## config.mk

```make
export PLATFORM = sky130hd
export DESIGN_NAME = wb_arbiter_2to1
export DESIGN_NICKNAME = d
export VERILOG_FILES = /design/src/rtl/wb_arb_pkg.sv /design/src/rtl/wb_watchdog.sv /design/src/rtl/wb_arbiter_2to1.sv
export SDC_FILE = /design/constraint.sdc
export NUM_CORES = 1
export LEC_CHECK = 0
export CAP_MARGIN = 20
export CELL_PAD_IN_SITES_DETAIL_PLACEMENT = 1
export CELL_PAD_IN_SITES_GLOBAL_PLACEMENT = 1
export CORE_UTILIZATION = 16
export DETAILED_ROUTE_END_ITERATION = 16
export PLACE_DENSITY = 0.95
export SYNTH_ARGS = -nofsm -noshare
export SYNTH_HDL_FRONTEND = slang
export SYNTH_HIERARCHICAL = 1
export SYNTH_SLANG_ARGS = --single-unit
```

## constraint.sdc

```tcl
create_clock -name clk -period 5.8 [get_ports clk]
set_clock_uncertainty 0.15 [all_clocks]
set_input_delay 1.45 -clock clk [delete_from_list [all_inputs] [get_ports clk]]
set_output_delay 1.45 -clock clk [all_outputs]
set_load 0.01 [all_outputs]
```

## src/rtl/wb_arb_pkg.sv

```systemverilog
// rtl/wb_arb_pkg.sv - shared types, widths and grant helper for the 2:1 Wishbone arbiter
package wb_arb_pkg;

    typedef enum logic [1:0] {
        IDLE  = 2'd0,
        BUSY  = 2'd1,
        ABORT = 2'd2
    } arb_state_e;

    typedef logic [0:0] master_idx_t;

    localparam int DAT_W = 32;
    localparam int SEL_W = 4;

    // On a tie the master that did not own the previous CYC period wins.
    function automatic master_idx_t pick_grant(
        input logic        req0,
        input logic        req1,
        input master_idx_t last_grant
    );
        if (req0 && req1) begin
            return ~last_grant;
        end else if (req0) begin
            return 1'b0;
        end else begin
            return 1'b1;
        end
    endfunction

endpackage

```

## src/rtl/wb_watchdog.sv

```systemverilog
// rtl/wb_watchdog.sv - cycle watchdog: flags the cycle in which the counter would reach TIMEOUT_CYCLES
module wb_watchdog #(
    parameter int TIMEOUT_CYCLES = 255
) (
    input  logic clk,
    input  logic rst,
    input  logic clear_i,
    input  logic en_i,
    output logic expired_o
);

    localparam int CNT_W = (TIMEOUT_CYCLES > 0) ? $clog2(TIMEOUT_CYCLES + 1) : 1;
    localparam logic [CNT_W-1:0] LAST_CNT = CNT_W'((TIMEOUT_CYCLES > 0) ? TIMEOUT_CYCLES - 1 : 0);
    localparam logic             WD_ON    = (TIMEOUT_CYCLES > 0);

    logic [CNT_W-1:0] cnt_q;
    logic [CNT_W-1:0] cnt_d;

    always_comb begin
        cnt_d = cnt_q;
        if (clear_i) begin
            cnt_d = '0;
        end else if (en_i) begin
            cnt_d = cnt_q + CNT_W'(1);
        end
    end

    always_ff @(posedge clk or posedge rst) begin
        if (rst) begin
            cnt_q <= '0;
        end else begin
            cnt_q <= cnt_d;
        end
    end

    // A clear in the same cycle (ack/err) always beats expiry.
    assign expired_o = WD_ON && en_i && !clear_i && (cnt_q == LAST_CNT);

endmodule

```

## src/rtl/wb_arbiter_2to1.sv

```systemverilog
// rtl/wb_arbiter_2to1.sv - two-master round-robin pipelined Wishbone arbiter with CYC lock and watchdog abort
module wb_arbiter_2to1
    import wb_arb_pkg::*;
#(
    parameter int ADR_W          = 28,
    parameter int TIMEOUT_CYCLES = 255
) (
    input  logic             clk,
    input  logic             rst,

    input  logic             m0_cyc_i,
    input  logic             m0_stb_i,
    input  logic             m0_we_i,
    input  logic [ADR_W-1:0] m0_adr_i,
    input  logic [SEL_W-1:0] m0_sel_i,
    input  logic [DAT_W-1:0] m0_dat_i,
    output logic             m0_ack_o,
    output logic             m0_err_o,
    output logic             m0_stall_o,
    output logic [DAT_W-1:0] m0_dat_o,

    input  logic             m1_cyc_i,
    input  logic             m1_stb_i,
    input  logic             m1_we_i,
    input  logic [ADR_W-1:0] m1_adr_i,
    input  logic [SEL_W-1:0] m1_sel_i,
    input  logic [DAT_W-1:0] m1_dat_i,
    output logic             m1_ack_o,
    output logic             m1_err_o,
    output logic             m1_stall_o,
    output logic [DAT_W-1:0] m1_dat_o,

    output logic             s_cyc_o,
    output logic             s_stb_o,
    output logic             s_we_o,
    output logic [ADR_W-1:0] s_adr_o,
    output logic [SEL_W-1:0] s_sel_o,
    output logic [DAT_W-1:0] s_dat_o,
    input  logic             s_ack_i,
    input  logic             s_err_i,
    input  logic             s_stall_i,
    input  logic [DAT_W-1:0] s_dat_i
);

    arb_state_e  state_q;
    master_idx_t owner_q;
    master_idx_t last_grant_q;

    logic             own_cyc;
    logic             own_stb;
    logic             own_we;
    logic [ADR_W-1:0] own_adr;
    logic [SEL_W-1:0] own_sel;
    logic [DAT_W-1:0] own_dat;
    logic             wd_expired;

    assign own_cyc = owner_q[0] ? m1_cyc_i : m0_cyc_i;
    assign own_stb = owner_q[0] ? m1_stb_i : m0_stb_i;
    assign own_we  = owner_q[0] ? m1_we_i  : m0_we_i;
    assign own_adr = owner_q[0] ? m1_adr_i : m0_adr_i;
    assign own_sel = owner_q[0] ? m1_sel_i : m0_sel_i;
    assign own_dat = owner_q[0] ? m1_dat_i : m0_dat_i;

    assign m0_dat_o = s_dat_i;
    assign m1_dat_o = s_dat_i;

    wb_watchdog #(
        .TIMEOUT_CYCLES(TIMEOUT_CYCLES)
    ) u_watchdog (
        .clk      (clk),
        .rst      (rst),
        .clear_i  ((state_q != BUSY) || s_ack_i || s_err_i),
        .en_i     (state_q == BUSY),
        .expired_o(wd_expired)
    );

    always_ff @(posedge clk or posedge rst) begin
        if (rst) begin
            state_q      <= IDLE;
            owner_q      <= 1'b0;
            last_grant_q <= 1'b1;
        end else begin
            case (state_q)
                IDLE: begin
                    if (m0_cyc_i || m1_cyc_i) begin
                        owner_q <= pick_grant(m0_cyc_i, m1_cyc_i, last_grant_q);
                        state_q <= BUSY;
                    end
                end
                BUSY: begin
                    // Release takes priority over a coincident watchdog expiry.
                    if (!own_cyc) begin
                        state_q      <= IDLE;
                        last_grant_q <= owner_q;
                    end else if (wd_expired) begin
                        state_q <= ABORT;
                    end
                end
                ABORT: begin
                    state_q      <= IDLE;
                    last_grant_q <= owner_q;
                end
                default: begin
                    state_q <= IDLE;
                end
            endcase
        end
    end

    always_comb begin
        s_cyc_o    = 1'b0;
        s_stb_o    = 1'b0;
        s_we_o     = 1'b0;
        s_adr_o    = '0;
        s_sel_o    = '0;
        s_dat_o    = '0;
        m0_ack_o   = 1'b0;
        m0_err_o   = 1'b0;
        m0_stall_o = 1'b1;
        m1_ack_o   = 1'b0;
        m1_err_o   = 1'b0;
        m1_stall_o = 1'b1;
        case (state_q)
            BUSY: begin
                s_cyc_o = own_cyc;
                s_stb_o = own_stb;
                s_we_o  = own_we;
                s_adr_o = own_adr;
                s_sel_o = own_sel;
                s_dat_o = own_dat;
                if (owner_q[0]) begin
                    m1_ack_o   = s_ack_i;
                    m1_err_o   = s_err_i;
                    m1_stall_o = s_stall_i;
                end else begin
                    m0_ack_o   = s_ack_i;
                    m0_err_o   = s_err_i;
                    m0_stall_o = s_stall_i;
                end
            end
            ABORT: begin
                if (owner_q[0]) begin
                    m1_err_o = 1'b1;
                end else begin
                    m0_err_o = 1'b1;
                end
            end
            default: begin
            end
        endcase
    end

endmodule

```

==> flow_metrics.env <==
export IMPL_vias_per_cell=4.14
export IMPL_grt_max_degree=64
export IMPL_syn_nets=468
export IMPL_via_count=2498
export IMPL_async_flop_share=1.00
export IMPL_crit_required_ns=4.20
export IMPL_crit_top_cell="clkdlybuf4s50_1"
export IMPL_synthFlopType="dfrtp_1"
export IMPL_p_int_mw=0.850
export IMPL_gp_congestion=0.784
export IMPL_power_leakage_nw=1.69
export IMPL_synth_cell_type_count=30
export IMPL_firstDrtPassIters=4
export IMPL_syn_area_um2=2210
export IMPL_h_tree_depth=1
export IMPL_switching_power_mw=0.635
export IMPL_portBuffers=211
export IMPL_ioPinCount=308
export IMPL_worst_pin_slew_ns=1.02
export IMPL_clockBufferDepth=2
export IMPL_final_net_count=606
export IMPL_track_usage=0.135
export IMPL_core_area_um2=13300
export IMPL_path_cells="clkdlybuf4s50_1 -> mux2i_1 -> nor2_1 -> clkdlybuf4s50_1"
export IMPL_ys_seq_area_frac=0.136
export IMPL_r2r_start="state_q[1]"
export IMPL_fin_setup_tns_ns=0
export IMPL_p_sw_frac=0.428
export IMPL_reg2reg_depth=9
export IMPL_ant_nets=0
export IMPL_drv_slew=0
export IMPL_drt_total_wl_mm=10.5
export IMPL_hold_violations=0
export IMPL_syn_area_per_cell_um2=7.61
export IMPL_hp_class="reg2reg"
export IMPL_yosys_warnings=6
export IMPL_die_h_um=120
export IMPL_maxCapViolCount=0
export IMPL_combPwrFrac=0.760
export IMPL_crit_type="in2out"
export IMPL_synth_top_area_share=0.303
export IMPL_drive_above_1_share=0.0257
export IMPL_start_util=0.166
export IMPL_clk_latency_ns=0.24
export IMPL_hpwlAfterDp_mm=8.78
export IMPL_cp_arrival_ns=2.96
export IMPL_fmax_mhz=219
export IMPL_nFillCells=1590
export IMPL_die_area_um2=14300
export IMPL_synth_cells=291
export IMPL_cts_sinks=12
export IMPL_grt_pass1_vias=2719
export IMPL_placementRows=42
export IMPL_reg2reg_slack_ns=3.07
export IMPL_synth_edf_count=0
export IMPL_grt_pass1_wl_mm=15.1
export IMPL_crit_path_start="m0_cyc_i"
export IMPL_drc=0
export IMPL_post_cts_resized=0
export IMPL_overflow=0
export IMPL_die_width_um=120
export IMPL_synth_top_cell_by_area="mux2i_1"
export IMPL_antenna_found_initial=0
export IMPL_ir_worst_vdd_mv=0.335
export IMPL_clock_power_share=0.096
export IMPL_r2r_end="state_q[1]"
export IMPL_p_per_area_nw_per_um2=364
export IMPL_finalWorstPathRequiredPeriod_ns=4.56
export IMPL_drt_wirelength_per_cell_um=17.4
export IMPL_status="finished clean"
export IMPL_area_growth_pct=84.2
export IMPL_cts_buffers_inserted=3
export IMPL_critPathMaxFanout=5
export IMPL_synth_area_top_cells="mux2i_1, buf_4, nor2_1, dfrtp_1, ha_1"
export IMPL_min_period_over_period=0.786
export IMPL_worstSetupStartpointType="input port"
export IMPL_cts_root_buf="clkbuf_16"
export IMPL_seqPwrFrac=0.144
export IMPL_cts_setup_buffers=0
export IMPL_setup_viol=0
export IMPL_critPathSlowestCell="clkdlybuf4s50_1"
export IMPL_endpoint="s_cyc_o"
export IMPL_hold_buffers=0
export IMPL_relSlewSlack=0.317
export IMPL_end_kind="output pin"
export IMPL_drt_iter0_markers=81
export IMPL_antenna_cells=0
export IMPL_slowest_delay_ns=0.57
export IMPL_multi_input_area_um2=1300
export IMPL_yosys_register_bits=12
export IMPL_cts_tree="built"
export IMPL_rsz0062_at_grt="false"
export IMPL_seq_area_um2=305
export IMPL_cts_clk_slew_worst_paths_ns=0.04
export IMPL_fin_util=0.305
## placed cells by master, fill, tap and decap left out, types with 3 or more instances in the layout
| master | count |
|---|---|
| mux2i_1 | 67 |
| dfrtp_1 | 10 |
| ha_1 | 6 |
| clkdlybuf4s50_1 | 211 |
| inv_1 | 7 |
| nor2_1 | 74 |
| xor2_1 | 3 |
| a21oi_1 | 5 |
| nand2_1 | 6 |
| buf_4 | 3 |
| clkbuf_16 | 3 |
| o21ai_0 | 5 |
| or3_1 | 5 |
## power groups by stage
stage / logic [mW] / registers [mW] / clock network (mW)
after floorplan: 0.685 / 0.109 / 0
after global placement: 1.12 / 0.212 / 0
after detailed placement: 1.14 / 0.216 / 0
after CTS: 1.15 / 0.215 / 0.146
after global routing: 1.20 / 0.222 / 0.151
final: 1.13 / 0.214 / 0.142
## cells in the mapped netlist, types with 5 or more instances
| cell type | instances |
|---|---|
| nor2_1 | 74 |
| buf_4 | 73 |
| mux2i_1 | 67 |
| dfrtp_1 | 11 |
| inv_1 | 7 |
| ha_1 | 6 |
| nand2_1 | 6 |
| a21oi_1 | 5 |
| buf_2 | 5 |
| o21ai_0 | 5 |
| or3_1 | 5 |
## worst max-delay path: cells and delay by family
family        cells  cell delay (ns)
simple gates      1             0.24
mux               1             0.15
buf+inv           2             1.11
## per-stage QoR
step | worst slack [ns] | instances | hold WS [ns] | instance area (µm²) | power [mW]
floorplan | 2.39 | 291 | 0.315 | 2210 | 0.794
global placement | 1.31 | 600 | 0.328 | 3990 | 1.33
detailed placement | 1.25 | 600 | 0.338 | 3990 | 1.36
CTS | 1.23 | 604 | 0.345 | 4080 | 1.51
global route | 1.17 | 604 | 0.348 | 4080 | 1.57
finish | 1.24 | 604 | 0.344 | 4080 | 1.49
## how the worst min path moves through the flow
stage | endpoint | startpoint | cells after the start | slack (ns)
finish | last_grant_q | last_grant_q | 1 | 0.34
global placement | last_grant_q | last_grant_q | 1 | 0.33
detailed placement | last_grant_q | last_grant_q | 1 | 0.34
floorplan | last_grant_q | last_grant_q | 1 | 0.31
CTS | last_grant_q | last_grant_q | 1 | 0.35
global route | last_grant_q | last_grant_q | 1 | 0.35
## state kept, by name (all words and copies together) (netlist names)
register          count
last_grant_q          1
owner_q               1
state_q               2
u_watchdog/cnt_q      8
## routing by layer
| layer | vias to the layer above | part of all wire | global-route usage |
|---|---|---|---|
| met5 | - | 0 | 0 |
| met4 | 0 | 0.018 | 0.0375 |
| met2 | 143 | 0.50 | 0.249 |
| met3 | 11 | 0.090 | 0.0361 |
| li1 | 1176 | - | - |
| met1 | 1168 | 0.39 | 0.152 |
## area by class of cell
class	count	share of cell area
Timing Repair Buffer	214	0.524
Multi-Input combinational cell	190	0.318
Sequential cell	12	0.0749
Tap cell	176	0.0540
Clock buffer	4	0.0218
Inverter	8	0.00737
## cells by family after synthesis
group                    after synthesis  synth area share
XOR/XNOR                               4            0.0158
adder cells (fa/ha/maj)                6            0.0339
flip-flops                            12             0.136
AO/OA/AOI/OAI                         16            0.0464
buffers and inverters                 89             0.278
AND/OR/NAND/NOR                       97             0.187
multiplexers                          67             0.303
No activity file was read; power rests on OpenSTA's default activity.
